`config.mk`:
```
export PLATFORM = sky130hd
export DESIGN_NAME = branch_target_predictor
export DESIGN_NICKNAME = d
export VERILOG_FILES = /design/src/rtl/branch_target_predictor.sv
export SDC_FILE = /design/constraint.sdc
export NUM_CORES = 1
export LEC_CHECK = 0
export BUFFER_PORTS_ARGS = -buffer_cell sky130_fd_sc_hd__buf_2
export CAP_MARGIN = 10
export CORE_ASPECT_RATIO = 0.6
export CORE_MARGIN = 2
export CORE_UTILIZATION = 45
export DETAILED_ROUTE_END_ITERATION = 12
export MAX_ROUTING_LAYER = met4
export SLEW_MARGIN = 40
export SYNTH_ARGS = -nofsm -noshare
export SYNTH_HDL_FRONTEND = slang
export SYNTH_SLANG_ARGS = --single-unit
```
`constraint.sdc`:
```
create_clock -name clk_i -period 4.98 [get_ports clk_i]
set_input_delay 0.996 -clock clk_i [delete_from_list [all_inputs] [get_ports clk_i]]
set_output_delay 0.996 -clock clk_i [all_outputs]
set_load 0.02 [all_outputs]
```
`src/rtl/branch_target_predictor.sv`:
```
// Direct-mapped branch target buffer with per-entry saturating direction counters.
// Lookup is combinational from the IF-stage PC; updates from ID-stage resolution land on the next edge.
module branch_target_predictor #(
  parameter int ADDR_W     = 32,
  parameter int INDEX_BITS = 4,
  parameter int TAG_BITS   = 8,
  parameter int CNT_BITS   = 2,
  parameter int PERF_W     = 16
) (
  input  logic              clk_i,
  input  logic              rst_i,
  input  logic              flush_all_i,
  input  logic [ADDR_W-1:0] lookup_pc_i,
  output logic              hit_o,
  output logic              predict_taken_o,
  output logic [ADDR_W-1:0] predict_target_o,
  input  logic              update_valid_i,
  input  logic [ADDR_W-1:0] update_pc_i,
  input  logic              update_taken_i,
  input  logic [ADDR_W-1:0] update_target_i,
  output logic [PERF_W-1:0] update_count_o,
  output logic [PERF_W-1:0] mispredict_count_o
);

  localparam int ENTRIES = 2 ** INDEX_BITS;
  localparam int TAG_LO  = INDEX_BITS + 2;
  localparam int TAG_HI  = INDEX_BITS + TAG_BITS + 1;
  localparam logic [CNT_BITS-1:0] CNT_MAX  = {CNT_BITS{1'b1}};
  localparam logic [CNT_BITS-1:0] CNT_WEAK = CNT_BITS'(2 ** (CNT_BITS - 1));
  localparam logic [PERF_W-1:0]   PERF_MAX = {PERF_W{1'b1}};

  logic                valid_q  [ENTRIES];
  logic                valid_d  [ENTRIES];
  logic [TAG_BITS-1:0] tag_q    [ENTRIES];
  logic [TAG_BITS-1:0] tag_d    [ENTRIES];
  logic [CNT_BITS-1:0] cnt_q    [ENTRIES];
  logic [CNT_BITS-1:0] cnt_d    [ENTRIES];
  logic [ADDR_W-1:0]   target_q [ENTRIES];
  logic [ADDR_W-1:0]   target_d [ENTRIES];

  logic [PERF_W-1:0] upd_count_q, upd_count_d;
  logic [PERF_W-1:0] mis_count_q, mis_count_d;

  logic [INDEX_BITS-1:0] lk_idx, up_idx;
  logic [TAG_BITS-1:0]   lk_tag, up_tag;
  logic                  up_hit, up_pred, up_mis;
  logic                  unused_pc_bits;

  assign lk_idx = lookup_pc_i[TAG_LO-1:2];
  assign lk_tag = lookup_pc_i[TAG_HI:TAG_LO];
  assign up_idx = update_pc_i[TAG_LO-1:2];
  assign up_tag = update_pc_i[TAG_HI:TAG_LO];

  // Only the index and tag fields identify a branch; the rest of the update PC is ignored.
  assign unused_pc_bits = ^{update_pc_i[1:0], update_pc_i[ADDR_W-1:TAG_HI+1]};

  // Lookup sees pre-edge table state only, so an update to the same entry appears a cycle later.
  always_comb begin
    hit_o            = valid_q[lk_idx] && (tag_q[lk_idx] == lk_tag);
    predict_taken_o  = hit_o && cnt_q[lk_idx][CNT_BITS-1];
    predict_target_o = predict_taken_o ? target_q[lk_idx] : lookup_pc_i + ADDR_W'(4);
  end

  always_comb begin
    up_hit  = valid_q[up_idx] && (tag_q[up_idx] == up_tag);
    up_pred = up_hit && cnt_q[up_idx][CNT_BITS-1];
    up_mis  = (up_pred != update_taken_i) ||
              (up_pred && (target_q[up_idx] != update_target_i));
  end

  genvar gi;
  generate
    for (gi = 0; gi < ENTRIES; gi++) begin : g_entry
      always_comb begin
        valid_d[gi]  = valid_q[gi];
        tag_d[gi]    = tag_q[gi];
        cnt_d[gi]    = cnt_q[gi];
        target_d[gi] = target_q[gi];
        if (flush_all_i) begin
          // Flush only drops validity; stale fields are harmless once invalid.
          valid_d[gi] = 1'b0;
        end else if (update_valid_i && (up_idx == INDEX_BITS'(gi))) begin
          if (up_hit) begin
            if (update_taken_i) begin
              cnt_d[gi]    = (cnt_q[gi] == CNT_MAX) ? cnt_q[gi] : cnt_q[gi] + CNT_BITS'(1);
              target_d[gi] = update_target_i;
            end else begin
              cnt_d[gi] = (cnt_q[gi] == '0) ? cnt_q[gi] : cnt_q[gi] - CNT_BITS'(1);
            end
          end else if (update_taken_i) begin
            valid_d[gi]  = 1'b1;
            tag_d[gi]    = up_tag;
            cnt_d[gi]    = CNT_WEAK;
            target_d[gi] = update_target_i;
          end
        end
      end

      always_ff @(posedge clk_i) begin
        if (rst_i) begin
          valid_q[gi]  <= 1'b0;
          tag_q[gi]    <= '0;
          cnt_q[gi]    <= '0;
          target_q[gi] <= '0;
        end else begin
          valid_q[gi]  <= valid_d[gi];
          tag_q[gi]    <= tag_d[gi];
          cnt_q[gi]    <= cnt_d[gi];
          target_q[gi] <= target_d[gi];
        end
      end
    end
  endgenerate

  // Perf counters still observe updates that a concurrent flush keeps out of the table.
  always_comb begin
    upd_count_d = upd_count_q;
    mis_count_d = mis_count_q;
    if (update_valid_i) begin
      if (upd_count_q != PERF_MAX) upd_count_d = upd_count_q + PERF_W'(1);
      if (up_mis && (mis_count_q != PERF_MAX)) mis_count_d = mis_count_q + PERF_W'(1);
    end
  end

  always_ff @(posedge clk_i) begin
    if (rst_i) begin
      upd_count_q <= '0;
      mis_count_q <= '0;
    end else begin
      upd_count_q <= upd_count_d;
      mis_count_q <= mis_count_d;
    end
  end

  assign update_count_o     = upd_count_q;
  assign mispredict_count_o = mis_count_q;

endmodule

```
==> qor.yml, run 1 <==
slew_viol_final: 0
cts_tree: "done"
yosys.area.top_type_share_pct: 49.5
maxUsedRoutingLayer: "met4"
placed_cell_area_um2: 42800
syn-num-nets: 2976
wl_met1_mm: 58.5
post-place-cells: 4104
gp_congestion: 0.885
viasPerCell: 6.54
overflow: 0
ys_seq_area_share_pct: 52.7
grt_pass1_vias: 26900
multi_input_area_um2: 17800
dieHeight_um: 234
ys_async_sr_fraction_pct: 0
antenna_found_initial: 11
path_clk_slew_ns: 0.07
synthTopCellsByArea: "edfxtp_1 (49%), mux4_2 (20%), and2_1 (8.9%), dfxtp_1 (3.2%), mux2i_1 (2.8%)"
synth_edf_count: 656
numCtsBuffers: 74
worstSetupPathType: "input pin to output pin"
hold_buffers: 0
wl_per_cell_um: 33.1
post-route-min-period_ns: 4.93
std_cell_rows: 84
worstPathArrival_ns: 3.94
grt_use_total_pct: 31.6
stdcell_count: 4254
rrSetupSlack_ns: 0.85
final.period_utilization_pct: 99.0
die-area_um2: 91000
wl_met2_mm: 59.5
antenna_left: 0
synth_top_area_cell: "edfxtp_1"
grt_max_degree: 73
fillers: 7287
mappedNetlistArea_um2: 39800
worst_slew_pin_slew_ns: 0.856
crit_path_end_kind: "output pin"
syn_avg_cell_area_um2: 13.9
io_pins: 167
finalClockSkew_ns: 0.0247
postLayoutCellArea_um2: 45500
path_max_fanout: 7
coreArea_um2: 87700
status: "finished, final reports clean"
p_leak_nw: 15.7
clk_path_buf_depth: 3
drt_iter0_drc: 4135
finalWorstSetupSlack_ns: 0.0486
seqCellArea_um2: 21000
drtPass1Iterations: 7
drv_cap: 0
start_util_pct: 45.4
vias: 27800
syn_inst: 2872
final_nets: 3137
routed_wl_mm: 141
finalPower_w: 0.0146
ys.flop_type: "edfxtp_1"
io_buffers: 146
grt_pass1_wl_mm: 198
root_buffer: "clkbuf_16"
cp-start-kind: "input pin"
wl_met3_mm: 19.5
drive_above_1_share_pct: 29.0
ir_drop_v: 0.000241
dieWidth_um: 388
htree_levels: 3
clk_latency_ns: 0.67
area_growth_pct: 14.2
hold_violations: 0
whs_ns: 0.502
setup_viol: 0
ys_types: 68
ys_warn_count: 0
ys_ff_latch: 720
relSlewSlack_pct: 42.8
power_density_nw_per_um2: 322
pre_cts_slack_ns: -0.344
drcViolationCount: 0
fmax_ghz: 0.203
yosysMostFrequentCell: "edfxtp_1"
clock_sinks: 720
worstPathRequired_ns: 3.98
yosys-top-cells-count: "edfxtp_1 (656), and2_1 (567), mux4_2 (351)"
hp-class: "register to register"
dpl.hpwl_mm: 89.8
-- what timing repair did --
action,CTS,global route
cloned,1,6
gates resized for setup,18,20
endpoints found under the hold margin,0,0
pin swaps,0,4
endpoints found under the setup margin,18,30
setup buffers,0,7
-- sequential cells by signal, indices dropped and copies added, names as in the netlist --
| signal | flops |
|---|---|
| cnt_q | 32 |
| mispredict_count_o | 16 |
| tag_q | 128 |
| target_q | 512 |
| update_count_o | 16 |
| valid_q | 16 |
-- worst paths after layout --
path | start | end | cells past startpoint
setup reg to reg | tag_q[13][0] | tag_q[1][6] | 12
setup / recovery | lookup_pc_i[2] | predict_target_o[24] | 13
hold reg to reg | mispredict_count_o[11] | mispredict_count_o[11] | 2
hold / removal | mispredict_count_o[11] | mispredict_count_o[11] | 2
-- power by group --
| group | internal [W] | total [W] | switching [W] | leakage, nW |
|---|---|---|---|---|
| sequential | 0.00689 | 0.00708 | 0.000188 | 6.77 |
| clock | 0.00308 | 0.00559 | 0.00251 | 1.12 |
| combinational | 0.000856 | 0.00198 | 0.00112 | 7.79 |
| total | 0.0108 | 0.0146 | 0.00382 | 15.7 |
-- layer usage --
metal	GRT usage (%)	up-vias
li1	-	11300
met1	45.4	14400
met5	-	-
met4	7.89	0
met3	9.55	201
met2	43.6	1916
-- through the flow --
stage,TNS [ns],util [%]
2_1_floorplan,0,-
3_3_place_gp,-2.30,48.8
3_5_place_dp,-2.85,48.8
4_1_cts,0,51.5
5_1_grt,-0.00344,51.9
6_report,0,51.9
-- critical path: stages --
cell       delay [ns]
buf_16           0.11
buf_12           0.11
mux4_2           0.61
mux4_2           0.52
xnor2_1          0.15
nand4_1          0.14
buf_6            0.16
nor4_4           0.30
buf_6            0.23
buf_12           0.15
clkbuf_16        0.15
o21ai_0          0.11
buf_2            0.18
-- cells by family after synthesis --
logic type	count (synthesis)	synth area share, %
muxes	479	23.1
xor gates and xnor gates	98	2.16
and+or+nand+nor	1007	14.5
DFF	720	52.7
adders and majority gates	3	0.0943
AOI/OAI and AO/OA	280	4.36
buffers and inverters	285	3.13
-- cell usage in the layout (no fill, tap or decap), types with 64 or more instances in the layout --
master       n
edfxtp_1   656
nor2_1      77
and2_1     567
mux2i_1    112
buf_2      133
mux4_2     351
clkbuf_16   79
nand2_1     91
dfxtp_1     64
o21ai_0     93
nor3_1      93
buf_4      163
-- layout make-up --
class	count	area share (%)
clock inverters	35	0.754
inverters	27	0.223
diodes	8	0.0440
repair buffers	343	6.15
clock buffers	93	4.27
well taps	1161	3.19
multi-input cells	1867	39.2
flip-flops and latches	720	46.1
Power figures use the tool's default switching activity.
==> run 2: changes to the inputs <==
- CAP_MARGIN: 10 -> not set
- CORE_UTILIZATION: 45 -> 57
- GPL_TIMING_DRIVEN: not set -> 1
- PLACE_DENSITY: not set -> 0.77
==> run 2 against run 1 <==
Flip-flop and latch count unchanged. Maximum frequency down 0.34%. Clock skew shrank 0.00081 ns. Critical path depth decreased by 2. Critical endpoint is now predict_target_o[10]. Worst setup slack got worse by 0.017 ns. Core utilization increased by 12 points.
==> qor.yml, run 2 (same netlist as run 1, synthesis figures left out) <==
multi_input_area_um2: 17700  # -0.54%
largest-register: "target_q"
ff2ff_path_depth: 10  # -2
timing.setup.tns_ns: 0  # unchanged
largest_register_ffs: 512  # unchanged
coreArea_um2: 69500  # -21%
path_clk_slew_ns: 0.06  # about the same
worstPathRequired_ns: 3.98  # about the same
hold_depth: 2  # unchanged
overflow: 0  # unchanged
slew_viol_final: 0  # unchanged
cp_cell_sequence: "buf_16, clkbuf_16, mux4_2, mux4_2, xnor2_1, nand4_1, buf_6, nor4_4, buf_12, mux2_2, buf_2"
cp_num_buf_inv: 5  # -2
ir_drop_v: 0.000222  # -7.8%
root_buffer: "clkbuf_16"
vias: 28300  # +1.7%
viasPerCell: 7.09  # +8.4%
start_util_pct: 57.3  # +12 points
io_buffers: 146  # unchanged
critPathSlowestCell: "mux4_2"
drtPass1Iterations: 6  # -1
std_cell_rows: 75  # -11%
grt_pass1_wl_mm: 188  # -4.7%
clk_path_buf_depth: 3  # unchanged
fillers: 4867  # -33%
seqCellArea_um2: 21000  # unchanged
antenna_found_initial: 12  # +1
die-area_um2: 72100  # -21%
area_growth_pct: 12.3
htree_levels: 3  # unchanged
hold_buffers: 0  # unchanged
cp_top_family: "multiplexers"
antenna_left: 0  # unchanged
worstSetupPathType: "input pin to output pin"
final.period_utilization_pct: 99.4  # +0.34 points
layout_common_cells: "edfxtp_1 (656), and2_1 (567), mux4_2 (351), buf_4 (143), buf_2 (135)"
grt_pass1_vias: 27900  # +3.7%
fin_util_pct: 64.4  # +12 points
drive_above_1_share_pct: 28.3  # -0.75 points
path_depth: 11  # -2
drt_iter0_drc: 4771  # +15%
finalClockSkew_ns: 0.0239  # -0.000811 ns
grt_use_total_pct: 37.3  # +5.7 points
dieHeight_um: 209  # -11%
setup_viol: 0  # unchanged
fmax_ghz: 0.202  # -0.34%
reg_top3: "target_q: 512 flops, tag_q: 128 flops, cnt_q: 32 flops"
power_density_nw_per_um2: 319  # -1.0%
wl_per_cell_um: 32.8  # -0.91%
io_pins: 167  # unchanged
cp-start-kind: "input pin"
final_common_cell: "edfxtp_1"
dpl.hpwl_mm: 84.3  # -6.2%
worst_slew_pin_slew_ns: 0.898  # +0.0428 ns
post-route-min-period_ns: 4.95  # +0.0170 ns
p_leak_nw: 15.4  # -1.6%
crit_path_end_kind: "output pin"
hold_violations: 0  # unchanged
numCtsBuffers: 70  # -5.4%
worst_path_most_repeated_cell: "mux4_2"
slowest_delay_ns: 0.52  # -0.09 ns
path_max_fanout: 7  # unchanged
dieWidth_um: 345  # -11%
final_nets: 3110  # -0.86%
relSlewSlack_pct: 39.9  # -2.9 points
cts_tree: "done"
rsz0062_at_grt: "yes"
worstPathArrival_ns: 3.95  # about the same
status: "finished, final reports clean"
drcViolationCount: 0  # unchanged
clock_sinks: 720  # unchanged
hp-class: "register to register"
clk_latency_ns: 0.64  # -0.03 ns
grt_max_degree: 90  # +23%
drv_cap: 0  # unchanged
gp_congestion: 0.961  # +8.5%
routed_wl_mm: 131  # -7.0%
[run 2: report_power, final]
group	switching, W	internal [W]	total [W]
clock	0.00238	0.00287	0.00525
sequential	0.000190	0.00689	0.00708
combinational	0.00108	0.000846	0.00193
total	0.00366	0.0106	0.0143
[run 2: routing by layer]
layer,wire length (um),GRT usage (%)
met1,48000,50.7
met2,56200,51.5
met3,21400,14.3
met4,5170,13.2
met5,0,-
[run 2: worst register-to-register path: stages, from the launching register on]
cell,delay [ns]
edfxtp_1,0.39
mux4_2,0.48
a22oi_1,0.27
a21oi_1,0.11
or4_4,0.57
nor4_4,0.46
buf_4,0.22
a31oi_1,0.15
or2_1,0.46
nor4b_1,0.37
mux2_2,0.37
[run 2: layout make-up]
type	count	area share, %
Sequential cell	720	46.9
Antenna cell	11	0.0615
Clock buffer	87	4.25
Tap cell	924	2.58
Inverter	27	0.226
Clock inverter	36	0.607
Multi-Input combinational cell	1867	39.7
Timing Repair Buffer	320	5.72
[run 2: what timing repair did]
| action | CTS | global route |
|---|---|---|
| endpoints found under the hold margin | 0 | 0 |
| pin swaps | 1 | 1 |
| gates cloned | 0 | 3 |
| resized for setup | 5 | 22 |
| endpoints found under the setup margin | 25 | 31 |
| buffers inserted | 0 | 4 |
[run 2: metrics by stage]
stage	hold slack (ns)	std cells	instance area [um^2]	total power (W)	setup WS (ns)
5_1_grt	0.520	3991	44700	0.0146	-0.0406
3_5_place_dp	0.484	3851	42300	0.00904	-0.157
2_1_floorplan	0.487	2872	39800	0.00830	0.0360
4_1_cts	0.495	3974	44500	0.0142	0.0170
3_3_place_gp	0.477	3851	42300	0.00897	-0.116
6_report	0.497	3992	44700	0.0143	0.0316
[run 2: final timing paths]
path	start	end	slack, ns
max reg2reg	tag_q[11][0]	mispredict_count_o[4]	1.04
min reg2reg	mispredict_count_o[15]	mispredict_count_o[15]	0.50
min	mispredict_count_o[15]	mispredict_count_o[15]	0.50
max	lookup_pc_i[2]	predict_target_o[10]	0.03
